===== config.mk =====
export PLATFORM = sky130hd
export DESIGN_NAME = mips_multicycle_ctrl
export DESIGN_NICKNAME = d
export VERILOG_FILES = /design/src/rtl/mips_multicycle_ctrl.sv
export SDC_FILE = /design/constraint.sdc
export NUM_CORES = 1
export LEC_CHECK = 0
export ABC_AREA = 1
export CAP_MARGIN = 20
export CORE_AREA = 2 2 58 60
export CTS_CLUSTER_SIZE = 8
export DETAILED_ROUTE_END_ITERATION = 7
export DIE_AREA = 0 0 60 62
export PLACE_DENSITY_LB_ADDON = 0.05
export SLEW_MARGIN = 10
export SYNTH_ARGS = -nofsm -noshare
export SYNTH_HDL_FRONTEND = slang
export SYNTH_SLANG_ARGS = --single-unit

===== constraint.sdc =====
create_clock -name clk -period 2.5 [get_ports clk]
set_clock_uncertainty 0.2 [all_clocks]
set_input_delay 0.25 -clock clk [delete_from_list [all_inputs] [get_ports clk]]
set_output_delay 0.25 -clock clk [all_outputs]
set_load 0.05 [all_outputs]

===== src/rtl/mips_multicycle_ctrl.sv =====
// Main control FSM for the multi-cycle MIPS datapath: opcode decode, step sequencing,
// memory ready handshake with timeout, and illegal-opcode / bus-timeout fault reporting.
module mips_multicycle_ctrl #(
  parameter int TIMEOUT = 16
) (
  input  logic       clk,
  input  logic       rst,
  input  logic [5:0] opcode,
  input  logic       zero,
  input  logic       mem_ready,
  output logic       pc_write,
  output logic       pc_write_cond,
  output logic [1:0] pc_src,
  output logic       iord,
  output logic       mem_read,
  output logic       mem_write,
  output logic       ir_write,
  output logic       reg_write,
  output logic       reg_dst,
  output logic       mem_to_reg,
  output logic       alu_src_a,
  output logic [1:0] alu_src_b,
  output logic [1:0] alu_op,
  output logic       ext_zero,
  output logic       fault,
  output logic [1:0] fault_cause,
  output logic [3:0] state
);
  // state   | meaning
  // FETCH   | read instruction at PC, PC+4 -> PC on mem_ready
  // DECODE  | latch opcode, compute branch target
  // MEMADR  | effective address A + sext(imm)
  // MEMRD   | load data read
  // MEMWB   | MDR -> rt
  // MEMWR   | store data write
  // EXEC    | R-type ALU op
  // ALUWB   | ALUOut -> rd
  // BRANCH  | beq compare, conditional PC load
  // ITYPEEX | immediate ALU op
  // ITYPEWB | ALUOut -> rt
  // JUMP    | jump target -> PC
  // ERR     | one-cycle fault pulse
  typedef enum logic [3:0] {
    S_FETCH   = 4'd0,
    S_DECODE  = 4'd1,
    S_MEMADR  = 4'd2,
    S_MEMRD   = 4'd3,
    S_MEMWB   = 4'd4,
    S_MEMWR   = 4'd5,
    S_EXEC    = 4'd6,
    S_ALUWB   = 4'd7,
    S_BRANCH  = 4'd8,
    S_ITYPEEX = 4'd9,
    S_ITYPEWB = 4'd10,
    S_JUMP    = 4'd11,
    S_ERR     = 4'd12
  } state_t;

  localparam logic [5:0] OP_RTYPE = 6'h00;
  localparam logic [5:0] OP_J     = 6'h02;
  localparam logic [5:0] OP_BEQ   = 6'h04;
  localparam logic [5:0] OP_ADDI  = 6'h08;
  localparam logic [5:0] OP_ANDI  = 6'h0C;
  localparam logic [5:0] OP_ORI   = 6'h0D;
  localparam logic [5:0] OP_LW    = 6'h23;
  localparam logic [5:0] OP_SW    = 6'h2B;

  localparam int TW = (TIMEOUT > 1) ? $clog2(TIMEOUT) : 1;
  localparam logic [TW-1:0] T_LOAD = (TIMEOUT > 0) ? TW'(TIMEOUT - 1) : '0;

  state_t        state_q, next_state;
  logic [5:0]    op_q;
  logic [TW-1:0] tmr;
  logic [1:0]    cause_q;
  logic          mem_wait, timed_out, logic_imm;

  // PC gating with zero happens in the datapath; the flag is not needed here.
  logic unused_zero;
  assign unused_zero = zero;

  assign mem_wait  = ((state_q == S_FETCH) || (state_q == S_MEMRD) || (state_q == S_MEMWR))
                     && !mem_ready;
  assign timed_out = (TIMEOUT != 0) && mem_wait && (tmr == '0);
  assign logic_imm = (op_q == OP_ANDI) || (op_q == OP_ORI);

  always_comb begin
    next_state = S_FETCH;
    case (state_q)
      S_FETCH:   next_state = mem_ready ? S_DECODE : S_FETCH;
      S_DECODE: begin
        case (opcode)
          OP_LW, OP_SW:             next_state = S_MEMADR;
          OP_RTYPE:                 next_state = S_EXEC;
          OP_BEQ:                   next_state = S_BRANCH;
          OP_ADDI, OP_ANDI, OP_ORI: next_state = S_ITYPEEX;
          OP_J:                     next_state = S_JUMP;
          default:                  next_state = S_ERR;
        endcase
      end
      S_MEMADR:  next_state = (op_q == OP_SW) ? S_MEMWR : S_MEMRD;
      S_MEMRD:   next_state = mem_ready ? S_MEMWB : S_MEMRD;
      S_MEMWR:   next_state = mem_ready ? S_FETCH : S_MEMWR;
      S_EXEC:    next_state = S_ALUWB;
      S_ITYPEEX: next_state = S_ITYPEWB;
      default:   next_state = S_FETCH;
    endcase
    if (timed_out) next_state = S_ERR;
  end

  // Timer reloads on every state change, so it only measures the current wait.
  always_ff @(posedge clk or posedge rst) begin
    if (rst) begin
      state_q <= S_FETCH;
      op_q    <= '0;
      tmr     <= T_LOAD;
      cause_q <= '0;
    end else begin
      state_q <= next_state;
      if (state_q == S_DECODE) op_q <= opcode;
      if (next_state != state_q) tmr <= T_LOAD;
      else if (mem_wait && (tmr != '0)) tmr <= tmr - TW'(1);
      if (next_state == S_ERR) cause_q <= timed_out ? 2'b10 : 2'b01;
    end
  end

  always_comb begin
    pc_write      = 1'b0;
    pc_write_cond = 1'b0;
    pc_src        = 2'b00;
    iord          = 1'b0;
    mem_read      = 1'b0;
    mem_write     = 1'b0;
    ir_write      = 1'b0;
    reg_write     = 1'b0;
    reg_dst       = 1'b0;
    mem_to_reg    = 1'b0;
    alu_src_a     = 1'b0;
    alu_src_b     = 2'b00;
    alu_op        = 2'b00;
    ext_zero      = 1'b0;
    fault         = 1'b0;
    if (!rst) begin
      case (state_q)
        S_FETCH: begin
          mem_read  = 1'b1;
          alu_src_b = 2'b01;
          ir_write  = mem_ready;
          pc_write  = mem_ready;
        end
        S_DECODE:  alu_src_b = 2'b11;
        S_MEMADR: begin
          alu_src_a = 1'b1;
          alu_src_b = 2'b10;
        end
        S_MEMRD: begin
          mem_read = 1'b1;
          iord     = 1'b1;
        end
        S_MEMWB: begin
          reg_write  = 1'b1;
          mem_to_reg = 1'b1;
        end
        S_MEMWR: begin
          mem_write = 1'b1;
          iord      = 1'b1;
        end
        S_EXEC: begin
          alu_src_a = 1'b1;
          alu_op    = 2'b10;
        end
        S_ALUWB: begin
          reg_write = 1'b1;
          reg_dst   = 1'b1;
        end
        S_BRANCH: begin
          alu_src_a     = 1'b1;
          alu_op        = 2'b01;
          pc_src        = 2'b01;
          pc_write_cond = 1'b1;
        end
        S_ITYPEEX: begin
          alu_src_a = 1'b1;
          alu_src_b = 2'b10;
          alu_op    = logic_imm ? 2'b11 : 2'b00;
          ext_zero  = logic_imm;
        end
        S_ITYPEWB: begin
          reg_write = 1'b1;
          alu_src_b = 2'b10;
          ext_zero  = logic_imm;
        end
        S_JUMP: begin
          pc_write = 1'b1;
          pc_src   = 2'b10;
        end
        S_ERR:   fault = 1'b1;
        default: ;
      endcase
    end
  end

  assign fault_cause = cause_q;
  assign state       = rst ? 4'd0 : state_q;

endmodule


==> flow_summary.ini <==
[final_layout]
final_net_count = 213
synthToLayoutAreaGrowth_pct = 55.2
final_layout_size_suffix_gt1_frac = 0.240
antenna_diode_count = 0

[placement]
dpl_worst_slack_ns = 0.434
place_hpwl_mm = 2.28
gp_congestion = 0.785
number_of_i_o_port_buffers = 32

[clock_network]
worst_setup_hold_path_clk_slew_ns = 0.10
clockRootBuffer = sky130_fd_sc_hd__clkbuf_4
cts-root-to-sink-buffers = 2
postCtsSetupBuffers = 0
cts_repair_resize_count = 0
tritoncts.num_buffers = 3
cts_hold_buf = 0
worstSkewPairLatency_ns = 0.29
clkSinkCount = 16
cts.htree.levels = 1
clock_tree_from_tritoncts = yes

[grt]
grt_util_met2 = 0.275
gr-max-usage-layer = met2
first_pass_grt_wire_length_mm = 4.49
gr-total-overflow = 0
grt_antenna_before_repair = 0
globalRouteMet3Util = 0.0228
largest_net_degree_at_the_start_of_global_routing = 17
grt.met1_usage = 0.198
gr_usage_total = 0.159
grt_pass1_vias = 1004

[run_status]
outcome = completed

[routing]
firstDrtPassIters = 4
vias = 1139
remaining_drc_errors = 0
detail_route.iter0.violations = 22
drt.antenna.violating_nets = 0
wl_per_cell_um = 11.0
drt-total-wl_mm = 2.71
viasPerCell = 4.63

[timing]
post-route-worst-setup-slack_ns = 0.164
hold_viol = 0
worst_pin_slew_ns = 0.601
setup_viol = 0
rsz0062_at_grt = false
maxSlewHeadroom = 0.599
fin_setup_tns_ns = 0
fmax_mhz = 428
drv_slew = 0
period_minus_slack_ns = 2.34
post-route-period-util = 0.934

[power]
peakVddDrop_mv = 0.494
cellLeakagePower_nw = 0.841
pwr_dens_nw_per_um2 = 906

[min_path]
class_of_the_worst_hold_path = reg -> reg
hold_ep = tmr[0]
min_delay_path_depth = 1
min-delay-start = tmr[0]

[logic_synthesis]
edff_count_synth = 0
syn_area_per_cell_sq_um = 6.90
mappedNetlistArea_sq_um = 1150
synth.lib_cells_used.distinct = 32
synth-async-reset-ratio = 1.00
syn_inst = 166
mappedNetlistNets = 178
share_of_the_yosys_chip_area_belonging_to_registers = 0.354
synth-main-ff-cell = sky130_fd_sc_hd__dfrtp_1
synthesis.yosys.warnings = 0
ys_seq_elements = 16

[setup_path]
critical_path_peak_fanout = 6
reg2reg_from = state_q[2]
timing.reg2reg.setup_slack_ns = 0.76
rr_endpoint = fault_cause[0]
endpoint_kind = primary output
worst_r2r_path_depth = 8
worst_ep_required_time_ns = 2.05
critical_path_arrival_ns = 1.89
timing.critical_path.from_type = register
worstSetupPathType = reg -> out

[floorplanning]
core_region_area_sq_um = 3180
chipWidth_um = 60
site_row_count = 21
start_util = 0.360
die_h_um = 62
fp.dieArea_sq_um = 3720
io_pins = 34

[run]
max_cap_violations = 0
[area by class of cell]
type / instances / area (sq um)
Multi-Input combinational cell: 118 / 621
Clock buffer: 4 / 36.3
Tap cell: 46 / 57.6
Sequential cell: 16 / 405
Fill cell: 308 / 1400
Timing Repair Buffer: 33 / 548
Inverter: 29 / 111
[cells in the mapped netlist, types with 2 or more instances]
master / number / share of area
sky130_fd_sc_hd__nand3_1: 11 / 0.048
sky130_fd_sc_hd__dfstp_2: 4 / 0.092
sky130_fd_sc_hd__nor2_2: 2 / 0.011
sky130_fd_sc_hd__ha_1: 2 / 0.022
sky130_fd_sc_hd__nor3_1: 7 / 0.031
sky130_fd_sc_hd__nand2_2: 3 / 0.016
sky130_fd_sc_hd__nor2_1: 27 / 0.088
sky130_fd_sc_hd__nand4_1: 2 / 0.011
sky130_fd_sc_hd__o21ai_0: 9 / 0.039
sky130_fd_sc_hd__dfrtp_1: 12 / 0.26
sky130_fd_sc_hd__a21oi_1: 7 / 0.031
sky130_fd_sc_hd__inv_1: 25 / 0.082
sky130_fd_sc_hd__inv_2: 3 / 0.0098
sky130_fd_sc_hd__nand2_1: 34 / 0.11
[per-stage QoR]
step / instances / power [mW] / instance area [sq um] / utilization / hold slack (ns)
after floorplan: 166 / 1.07 / 1150 / - / 0.171
after global placement: 242 / 1.44 / 1740 / 0.548 / 0.237
after detailed placement: 242 / 1.45 / 1740 / 0.548 / 0.241
after CTS: 246 / 1.62 / 1780 / 0.560 / 0.265
after global routing: 246 / 1.72 / 1780 / 0.560 / 0.272
final: 246 / 1.61 / 1780 / 0.560 / 0.261
[sequential cells by signal, summed over array words and instances, names as in the netlist]
signal	count
op_q	6
state_q	4
tmr	4
fault_cause	2
[critical path, cell delays in order (launching register included)]
cell	delay (ns)
sky130_fd_sc_hd__dfrtp_1	0.47
sky130_fd_sc_hd__nor2_1	0.26
sky130_fd_sc_hd__nand3b_1	0.15
sky130_fd_sc_hd__or2_2	0.30
sky130_fd_sc_hd__a21oi_1	0.23
sky130_fd_sc_hd__buf_12	0.18
[cell families after synthesis]
kind of cell             Yosys count  synth area share
AO/OA/AOI/OAI                     22             0.121
XOR/XNOR                           1           0.00764
adder cells (fa/ha/maj)            2            0.0218
buffers and inverters             32             0.110
flip-flops                        16             0.354
AND/OR/NAND/NOR                   93             0.385
[worst max-delay path by stage]
stage | from | endpoint | slack (ns) | depth (start not counted)
6_report | state_q[2] | alu_op[1] | 0.16 | 5
3_3_place_gp | rst | fault | 0.44 | 4
3_5_place_dp | rst | fault | 0.43 | 4
4_1_cts | state_q[2] | alu_op[1] | 0.14 | 5
5_1_grt | state_q[2] | alu_op[1] | 0.05 | 5
2_1_floorplan | state_q[0] | ext_zero | 0.27 | 5
[cells in the final DEF, fill, tap and decap left out, types with 2 or more instances in the layout]
cell / instances
sky130_fd_sc_hd__nand2_1: 34
sky130_fd_sc_hd__nor2_1: 27
sky130_fd_sc_hd__inv_1: 25
sky130_fd_sc_hd__buf_12: 22
sky130_fd_sc_hd__dfrtp_1: 12
sky130_fd_sc_hd__nand3_1: 11
sky130_fd_sc_hd__clkdlybuf4s50_1: 10
sky130_fd_sc_hd__o21ai_0: 9
sky130_fd_sc_hd__a21oi_1: 7
sky130_fd_sc_hd__nor3_1: 7
sky130_fd_sc_hd__dfstp_2: 4
sky130_fd_sc_hd__inv_2: 3
sky130_fd_sc_hd__nand2_2: 3
sky130_fd_sc_hd__clkbuf_4: 3
sky130_fd_sc_hd__nor2_2: 2
sky130_fd_sc_hd__nand4_1: 2
sky130_fd_sc_hd__ha_1: 2
[where the power goes]
| part | switching [mW] | internal (mW) | total [mW] |
|---|---|---|---|
| sequential | 0.0646 | 0.354 | 0.418 |
| clock | 0.0871 | 0.0888 | 0.176 |
| combinational | 0.627 | 0.392 | 1.02 |
[layer usage]
layer | part of all wire | vias up
li1 | - | 596
met1 | 0.46 | 507
met2 | 0.47 | 31
met3 | 0.046 | 5
met4 | 0.018 | 0
met5 | 0 | -
No activity file was read; power rests on OpenSTA's default activity.
